File: src/rtl/regs_mc_if.sv
// APB bus bundle between the interconnect and the multi-channel UART CSR block.
interface regs_mc_if #(
  parameter int unsigned ADDR_W = 16
);
  logic              psel;
  logic              penable;
  logic              pwrite;
  logic [ADDR_W-1:0] paddr;
  logic [31:0]       pwdata;
  logic [3:0]        pstrb;
  logic [31:0]       prdata;
  logic              pready;
  logic              pslverr;

  modport master (
    output psel, penable, pwrite, paddr, pwdata, pstrb,
    input  prdata, pready, pslverr
  );

  modport slave (
    input  psel, penable, pwrite, paddr, pwdata, pstrb,
    output prdata, pready, pslverr
  );
endinterface

File: src/rtl/regs_mc.sv
// APB CSR block for CH_N UART channels: per-channel DATA/STAT/CTRL/INTSTAT/INTEN,
// global IRQSUM/ID, registered response FSM with a FIFO wait-state timeout.
module regs_mc #(
  parameter int unsigned ADDR_W   = 16,
  parameter int unsigned CH_N     = 4,
  parameter int unsigned TIMEOUT  = 15,
  parameter logic [31:0] ID_VALUE = 32'hCAFE0666
) (
  input  logic                clk,
  input  logic                rst,
  regs_mc_if.slave            bus,
  input  logic [CH_N-1:0]     ch_rx_valid_i,
  input  logic [8*CH_N-1:0]   ch_rx_data_i,
  output logic [CH_N-1:0]     ch_rx_ren_o,
  input  logic [CH_N-1:0]     ch_tx_wready_i,
  output logic [CH_N-1:0]     ch_tx_wen_o,
  output logic [8*CH_N-1:0]   ch_tx_data_o,
  input  logic [CH_N-1:0]     ch_busy_i,
  output logic [2*CH_N-1:0]   ch_baud_o,
  output logic [CH_N-1:0]     ch_txen_o,
  output logic [CH_N-1:0]     ch_rxen_o,
  output logic [CH_N-1:0]     ch_txst_o,
  input  logic [2*CH_N-1:0]   ch_int_set_i,
  output logic [CH_N-1:0]     irq_ch_o,
  output logic                irq_o
);

  localparam int unsigned     ChW        = (CH_N > 1) ? $clog2(CH_N) : 1;
  localparam int unsigned     IdxW       = ADDR_W - 5;
  localparam logic [IdxW-1:0] ChLim      = IdxW'(CH_N);
  localparam logic [ADDR_W-1:0] AddrIrqSum = ADDR_W'(32'hFF8);
  localparam logic [ADDR_W-1:0] AddrId     = ADDR_W'(32'hFFC);
  localparam logic [7:0]      TimeoutVal = 8'(TIMEOUT);

  typedef enum logic [1:0] {StIdle, StWait, StResp} state_e;

  state_e          state_q;
  logic [7:0]      timer_q;
  logic [ChW-1:0]  fch_q;
  logic            fwr_q;
  logic            pready_q, pslverr_q;
  logic [31:0]     prdata_q;
  logic [CH_N-1:0] rx_ren_q, tx_wen_q, txst_q;
  logic [7:0]      tx_data_q;

  logic [1:0]      intstat_q [CH_N];
  logic [1:0]      inten_q   [CH_N];
  logic [1:0]      baud_q    [CH_N];
  logic [CH_N-1:0] txen_q, rxen_q;

  logic [IdxW-1:0] idx;
  logic [ChW-1:0]  ch;
  logic [4:0]      off;
  logic            is_ch, sel_data, sel_stat, sel_ctrl, sel_ints, sel_inten;
  logic            sel_irqs, sel_id, mapped;
  logic            acc, wr, ctrl_we, ints_we, inten_we;
  logic [31:0]     rd_val, fifo_rd;
  logic            fifo_ok;

  always_comb begin
    idx       = bus.paddr[ADDR_W-1:5];
    ch        = bus.paddr[5 +: ChW];
    off       = bus.paddr[4:0];
    is_ch     = idx < ChLim;
    sel_data  = is_ch && (off == 5'h00);
    sel_stat  = is_ch && (off == 5'h04);
    sel_ctrl  = is_ch && (off == 5'h08);
    sel_ints  = is_ch && (off == 5'h0C);
    sel_inten = is_ch && (off == 5'h10);
    sel_irqs  = bus.paddr == AddrIrqSum;
    sel_id    = bus.paddr == AddrId;
    mapped    = sel_data | sel_stat | sel_ctrl | sel_ints | sel_inten | sel_irqs | sel_id;

    acc      = (state_q == StIdle) && bus.psel && bus.penable;
    wr       = acc && bus.pwrite && bus.pstrb[0];
    ctrl_we  = wr && sel_ctrl;
    ints_we  = wr && sel_ints;
    inten_we = wr && sel_inten;

    rd_val = '0;
    if (sel_data) begin
      rd_val = {24'h0, ch_rx_data_i[{ch, 3'b000} +: 8]};
    end else if (sel_stat) begin
      rd_val = {29'h0, ch_tx_wready_i[ch], ch_rx_valid_i[ch], ch_busy_i[ch]};
    end else if (sel_ctrl) begin
      rd_val = {25'h0, 1'b0, rxen_q[ch], txen_q[ch], 2'b00, baud_q[ch]};
    end else if (sel_ints) begin
      rd_val = {30'h0, intstat_q[ch]};
    end else if (sel_inten) begin
      rd_val = {30'h0, inten_q[ch]};
    end else if (sel_irqs) begin
      rd_val = 32'(irq_ch_o);
    end else if (sel_id) begin
      rd_val = ID_VALUE;
    end

    fifo_ok = fwr_q ? ch_tx_wready_i[fch_q] : ch_rx_valid_i[fch_q];
    fifo_rd = {24'h0, ch_rx_data_i[{fch_q, 3'b000} +: 8]};
  end

  always_comb begin
    irq_ch_o  = '0;
    ch_baud_o = '0;
    for (int c = 0; c < CH_N; c++) begin
      irq_ch_o[c]          = |(intstat_q[c] & inten_q[c]);
      ch_baud_o[2*c +: 2]  = baud_q[c];
    end
  end

  assign irq_o        = |irq_ch_o;
  assign ch_txen_o    = txen_q;
  assign ch_rxen_o    = rxen_q;
  assign ch_txst_o    = txst_q;
  assign ch_rx_ren_o  = rx_ren_q;
  assign ch_tx_wen_o  = tx_wen_q;
  assign ch_tx_data_o = {CH_N{tx_data_q}};
  assign bus.prdata   = prdata_q;
  assign bus.pready   = pready_q;
  assign bus.pslverr  = pslverr_q;

  // Channel register file; a same-cycle set beats a write-1-to-clear.
  always_ff @(posedge clk) begin
    if (!rst) begin
      for (int c = 0; c < CH_N; c++) begin
        intstat_q[c] <= '0;
        inten_q[c]   <= '0;
        baud_q[c]    <= '0;
      end
      txen_q <= '0;
      rxen_q <= '0;
    end else begin
      for (int c = 0; c < CH_N; c++) begin
        intstat_q[c] <= (intstat_q[c] &
                         ~((ints_we && (ch == ChW'(c))) ? bus.pwdata[1:0] : 2'b00)) |
                        ch_int_set_i[2*c +: 2];
      end
      if (ctrl_we) begin
        baud_q[ch] <= bus.pwdata[1:0];
        txen_q[ch] <= bus.pwdata[4];
        rxen_q[ch] <= bus.pwdata[5];
      end
      if (inten_we) inten_q[ch] <= bus.pwdata[1:0];
    end
  end

  always_ff @(posedge clk) begin
    if (!rst) begin
      state_q   <= StIdle;
      timer_q   <= '0;
      fch_q     <= '0;
      fwr_q     <= 1'b0;
      pready_q  <= 1'b0;
      pslverr_q <= 1'b0;
      prdata_q  <= '0;
      rx_ren_q  <= '0;
      tx_wen_q  <= '0;
      txst_q    <= '0;
      tx_data_q <= '0;
    end else begin
      rx_ren_q <= '0;
      tx_wen_q <= '0;
      txst_q   <= '0;
      unique case (state_q)
        StIdle: begin
          pready_q  <= 1'b0;
          pslverr_q <= 1'b0;
          prdata_q  <= '0;
          timer_q   <= '0;
          if (acc) begin
            if (ctrl_we && bus.pwdata[6]) txst_q[ch] <= 1'b1;
            if (!mapped) begin
              state_q   <= StResp;
              pready_q  <= 1'b1;
              pslverr_q <= 1'b1;
            end else if (sel_data && bus.pwrite) begin
              fch_q <= ch;
              fwr_q <= 1'b1;
              if (!bus.pstrb[0]) begin
                state_q  <= StResp;
                pready_q <= 1'b1;
              end else if (ch_tx_wready_i[ch]) begin
                tx_wen_q[ch] <= 1'b1;
                tx_data_q    <= bus.pwdata[7:0];
                state_q      <= StResp;
                pready_q     <= 1'b1;
              end else begin
                state_q <= StWait;
                timer_q <= 8'd1;
              end
            end else if (sel_data) begin
              fch_q <= ch;
              fwr_q <= 1'b0;
              if (ch_rx_valid_i[ch]) begin
                rx_ren_q[ch] <= 1'b1;
                prdata_q     <= rd_val;
                state_q      <= StResp;
                pready_q     <= 1'b1;
              end else begin
                state_q <= StWait;
                timer_q <= 8'd1;
              end
            end else begin
              state_q  <= StResp;
              pready_q <= 1'b1;
              if (!bus.pwrite) prdata_q <= rd_val;
            end
          end
        end
        StWait: begin
          if (!bus.psel) begin
            state_q <= StIdle;
            timer_q <= '0;
          end else if (fifo_ok) begin
            if (fwr_q) begin
              tx_wen_q[fch_q] <= 1'b1;
              tx_data_q       <= bus.pwdata[7:0];
            end else begin
              rx_ren_q[fch_q] <= 1'b1;
              prdata_q        <= fifo_rd;
            end
            state_q  <= StResp;
            pready_q <= 1'b1;
          end else if (timer_q == TimeoutVal) begin
            state_q   <= StResp;
            pready_q  <= 1'b1;
            pslverr_q <= 1'b1;
          end else begin
            timer_q <= timer_q + 8'd1;
          end
        end
        StResp: begin
          state_q   <= StIdle;
          pready_q  <= 1'b0;
          pslverr_q <= 1'b0;
          prdata_q  <= '0;
          timer_q   <= '0;
        end
        default: state_q <= StIdle;
      endcase
    end
  end

  logic unused_bus_bits;
  assign unused_bus_bits = ^{bus.pwdata[31:8], bus.pstrb[3:1]};

endmodule

File: src/flat_wrapper.sv
// flat-port wrapper written by rule: the top's interface ports become plain ports
module regs_mc_flat 
#(
  parameter int unsigned ADDR_W   = 16,
  parameter int unsigned CH_N     = 4,
  parameter int unsigned TIMEOUT  = 15,
  parameter logic [31:0] ID_VALUE = 32'hCAFE0666
)
  (clk, rst, ch_rx_valid_i, ch_rx_data_i, ch_rx_ren_o, ch_tx_wready_i, ch_tx_wen_o, ch_tx_data_o, ch_busy_i, ch_baud_o, ch_txen_o, ch_rxen_o, ch_txst_o, ch_int_set_i, irq_ch_o, irq_o, bus_psel, bus_penable, bus_pwrite, bus_paddr, bus_pwdata, bus_pstrb, bus_prdata, bus_pready, bus_pslverr);
  regs_mc_if #(.ADDR_W(ADDR_W)) bus_i ();
  input  logic clk;
  input  logic rst;
  input  logic [CH_N-1:0] ch_rx_valid_i;
  input  logic [8*CH_N-1:0] ch_rx_data_i;
  output logic [CH_N-1:0] ch_rx_ren_o;
  input  logic [CH_N-1:0] ch_tx_wready_i;
  output logic [CH_N-1:0] ch_tx_wen_o;
  output logic [8*CH_N-1:0] ch_tx_data_o;
  input  logic [CH_N-1:0] ch_busy_i;
  output logic [2*CH_N-1:0] ch_baud_o;
  output logic [CH_N-1:0] ch_txen_o;
  output logic [CH_N-1:0] ch_rxen_o;
  output logic [CH_N-1:0] ch_txst_o;
  input  logic [2*CH_N-1:0] ch_int_set_i;
  output logic [CH_N-1:0] irq_ch_o;
  output logic irq_o;
  input wire logic [$bits(bus_i.psel)-1:0] bus_psel;
  input wire logic [$bits(bus_i.penable)-1:0] bus_penable;
  input wire logic [$bits(bus_i.pwrite)-1:0] bus_pwrite;
  input wire logic [$bits(bus_i.paddr)-1:0] bus_paddr;
  input wire logic [$bits(bus_i.pwdata)-1:0] bus_pwdata;
  input wire logic [$bits(bus_i.pstrb)-1:0] bus_pstrb;
  output wire logic [$bits(bus_i.prdata)-1:0] bus_prdata;
  output wire logic [$bits(bus_i.pready)-1:0] bus_pready;
  output wire logic [$bits(bus_i.pslverr)-1:0] bus_pslverr;
  assign bus_i.psel = bus_psel;
  assign bus_i.penable = bus_penable;
  assign bus_i.pwrite = bus_pwrite;
  assign bus_i.paddr = bus_paddr;
  assign bus_i.pwdata = bus_pwdata;
  assign bus_i.pstrb = bus_pstrb;
  assign bus_prdata = bus_i.prdata;
  assign bus_pready = bus_i.pready;
  assign bus_pslverr = bus_i.pslverr;
  regs_mc #(.ADDR_W(ADDR_W), .CH_N(CH_N), .TIMEOUT(TIMEOUT), .ID_VALUE(ID_VALUE)) u_core (.clk(clk), .rst(rst), .bus(bus_i), .ch_rx_valid_i(ch_rx_valid_i), .ch_rx_data_i(ch_rx_data_i), .ch_rx_ren_o(ch_rx_ren_o), .ch_tx_wready_i(ch_tx_wready_i), .ch_tx_wen_o(ch_tx_wen_o), .ch_tx_data_o(ch_tx_data_o), .ch_busy_i(ch_busy_i), .ch_baud_o(ch_baud_o), .ch_txen_o(ch_txen_o), .ch_rxen_o(ch_rxen_o), .ch_txst_o(ch_txst_o), .ch_int_set_i(ch_int_set_i), .irq_ch_o(irq_ch_o), .irq_o(irq_o));
endmodule
File: config.mk
export PLATFORM = sky130hd
export DESIGN_NAME = regs_mc_flat
export DESIGN_NICKNAME = d
export VERILOG_FILES = /design/src/rtl/regs_mc_if.sv /design/src/rtl/regs_mc.sv /design/src/flat_wrapper.sv
export SDC_FILE = /design/constraint.sdc
export NUM_CORES = 1
export LEC_CHECK = 0
export BUFFER_PORTS_ARGS = -buffer_cell sky130_fd_sc_hd__buf_2
export CORE_MARGIN = 2
export CORE_UTILIZATION = 35
export DETAILED_ROUTE_END_ITERATION = 8
export MAX_ROUTING_LAYER = met4
export PLACE_DENSITY = 0.64
export SYNTH_ARGS = -nofsm -noshare
export SYNTH_HDL_FRONTEND = slang
export SYNTH_SLANG_ARGS = --single-unit
File: constraint.sdc
create_clock -name clk -period 2.61 [get_ports clk]
set_input_delay 0.522 -clock clk [delete_from_list [all_inputs] [get_ports clk]]
set_output_delay 0.522 -clock clk [all_outputs]
set_load 0.01 [all_outputs]
==> metrics.csv <==
metric;value;unit
Critical Path End Type;flop;
H-tree depth;3;
die width;125;µm
Tmin final;2320;ps
Pwr Density;456;nW/µm²
final hold violation count;0;
# diodes;0;
complex-gate fraction of the synthesized area;15.5;%
CP peak stage delay;620;ps
FP Rows;44;
Finish-stage setup viols;0;
residual DRC count;0;
Main synth FF type;dfxtp_1;
fmax;0.431;GHz
DP Wirelength;12300;µm
VDD IR max;0.339;mV
via-per-instance ratio;5.49;
final critical-path share of the clock period;88.9;%
simple-gate share of the synthesized area;21.0;%
Setup CP Type;flop to flop;
CTS clk-pin slew, worst paths;60;ps
max-slew violations;0;
CTS Buffer Depth;2;
area delta synth->final;22.4;%
number of synthesized register bits;76;
number of global-route vias before repair;4713;
total congestion overflow;0;
xor and xnor area share after synthesis;0.344;%
Least-Margin Pin Slew;811;ps
via count;4749;
Post-synth EDFFs;16;
Synth Instances;536;
largest net degree at the start of global routing;28;
initial core utilization;35.4;%
ANT nets after route;0;
post-synthesis cell type count;68;
clock latency on the worst-skew pair;340;ps
RSZ-0062 raised after global routing;false;
Final Net Count;789;
post-layout util;43.4;%
Yosys warning count;0;
Slowest-stage cell, CP;or4_4;
layout cells sized above 1;38.6;%
Iteration-0 DRC Markers;300;
PortBufs;169;
final instance area;6230;µm²
status;complete, no violations;
antenna violations before repair;0;
Worst Hold Class;primary input to flop;
CP Data Required Time;2850;ps
CP Max Fanout;6;
Post-synth ARST share;0;%
crit start category;flop;
Cell Area, Placed;5930;µm²
register area share after synthesis;33.0;%
total CTS buffers;9;
TritonCTS clock tree;done;
WP buf/inv;1;
die area;15500;µm²
Mean Syn Cell Area;9.50;µm²
combinational family with the most area after synthesis;simple AND/OR/NAND/NOR gates;
cell family with most CP delay;simple AND/OR/NAND/NOR gates;
I/O Pins;208;
Leakage Power;2.77;nW
crit path DAT;2560;ps
Post-Syn Area;5090;µm²
CTS sink count;76;
wire length per cell;18.1;µm
TNS Setup;0;ps
normalized max-slew margin;45.4;%
final WL;15700;µm
first-pass iteration count of the detailed router;5;
Setup Skew;7.37;ps
adder-cell area share of the yosys netlist;0.983;%
routability cong.;0.903;
Worst path most repeated cell;o21a_1;
crit-path cells;inv_1 -> ha_1 -> and3_1 -> nand3_1 -> or4_4 -> o21a_1 -> o21a_1;
first-pass GRT wire length;24700;µm
Global Route Usage Sum;20.3;%
core area;14400;µm²
mux share of post-synthesis cell area;18.7;%
root buf cell;clkbuf_16;
Max Cap Viol;0;
Die H;125;µm
-- area by class of cell --
class	count	area, µm²
Clock buffer	10	250
Timing Repair Buffer	197	1070
Inverter	10	37.5
Clock inverter	6	46.3
Fill cell	1407	8140
Tap cell	184	230
Sequential cell	76	1680
Multi-Input combinational cell	382	2920
-- metal layers --
layer / wire length [µm] / part of all wire [%] / vias up / track usage [%]
li1: - / - / 2224 / -
met1: 6530 / 42 / 2250 / 25.1
met2: 7620 / 49 / 232 / 33.5
met3: 1100 / 7.0 / 43 / 3.35
met4: 429 / 2.7 / 0 / 7.34
met5: 0 / 0 / - / -
-- logic make-up after synthesis --
| logic type | after synthesis |
|---|---|
| AOI/OAI and AO/OA | 110 |
| other | 1 |
| and+or+nand+nor | 191 |
| DFF | 76 |
| buffers and inverters | 88 |
| xor gates and xnor gates | 2 |
| adders and majority gates | 4 |
| muxes | 64 |
-- metrics by stage --
step	hold WS [ps]	total power, W	instances	setup slack (ps)
5_1_grt	388	0.00294	865	170
2_1_floorplan	452	0.00148	546	309
3_5_place_dp	473	0.00163	849	108
6_report	389	0.00284	865	289
4_1_cts	387	0.00284	865	116
3_3_place_gp	456	0.00162	849	131
-- flip-flops by register name, indices dropped and copies added, names as in the netlist, 2 cells and up --
name and cells:
u_core.bus.prdata 9, u_core.baud_q 8, u_core.inten_q 8, u_core.intstat_q 8, u_core.timer_q 8, u_core.tx_data_q 8, u_core.ch_rx_ren_o 4, u_core.ch_rxen_o 4
u_core.ch_tx_wen_o 4, u_core.ch_txen_o 4, u_core.ch_txst_o 4, u_core.fch_q 2, u_core.state_q 2
-- final timing paths --
kind / endpoint / from / slack, ps / cells past startpoint
max: u_core.intstat_q[0][0]$_SDFF_PN0_ / u_core.state_q[1]$_SDFFE_PN0P_ / 290 / 7
min: u_core.intstat_q[1][0]$_SDFF_PN0_ / ch_int_set_i[2] / 390 / 2
max reg2reg: u_core.intstat_q[0][0]$_SDFF_PN0_ / u_core.state_q[1]$_SDFFE_PN0P_ / 290 / 7
min reg2reg: u_core.ch_rxen_o[0]$_SDFFE_PN0P_ / u_core.ch_rxen_o[0]$_SDFFE_PN0P_ / 480 / 2
-- where the power goes --
group | total, W | internal [W] | leakage (nW) | switching, W
sequential | 0.00123 | 0.00122 | 0.648 | 0.0000152
combinational | 0.000375 | 0.000170 | 1.98 | 0.000206
clock | 0.00123 | 0.000707 | 0.142 | 0.000525
-- layout by cell type (no fill, tap or decap), drive strengths merged, types with 13 or more instances in the layout --
master and instances:
nor2b 17, edfxtp 16, mux2i 32, o21ai 18, nand2 48, o21a 16
buf 197, a21oi 14, dfxtp 60, mux4 24, nor2 37, nor3 13
-- what timing repair did --
item | in CTS | in global routing
gates resized for setup | 0 | 1
hold buffers | 0 | 0
endpoints found under the setup margin | 0 | 1
buffers inserted | 0 | 0
-- cell usage after synthesis, types with 3 or more instances --
library cell	count	area, µm²
or2_2	3	18.8
nor2_1	37	139
o22ai_1	3	18.8
a21boi_1	3	22.5
edfxtp_1	16	480
o221ai_1	3	26.3
dfxtp_1	60	1200
nand3_1	11	55.1
o21ai_0	18	90.1
nor2b_1	17	106
o211ai_1	3	22.5
nor4_1	5	31.3
a21oi_1	12	60.1
mux2_2	8	90.1
clkbuf_1	16	60.1
and2_1	6	37.5
or4_1	3	22.5
and3_1	6	37.5
a22oi_1	7	52.6
mux2i_1	32	320
or4_4	3	33.8
nand2_1	48	180
ha_1	4	50.1
a31oi_1	8	50.1
mux4_2	24	541
nor4_2	3	37.5
a22o_1	5	43.8
nor3_1	11	55.1
nand2b_1	10	62.6
buf_2	9	45.0
a221oi_1	3	26.3
buf_4	51	383
o31ai_1	4	30.0
and4_1	3	26.3
inv_1	10	37.5
or3_1	6	37.5
o211a_1	3	30.0
o21a_1	16	120
nand4_1	6	37.5
(Power assumes the default switching activity.)
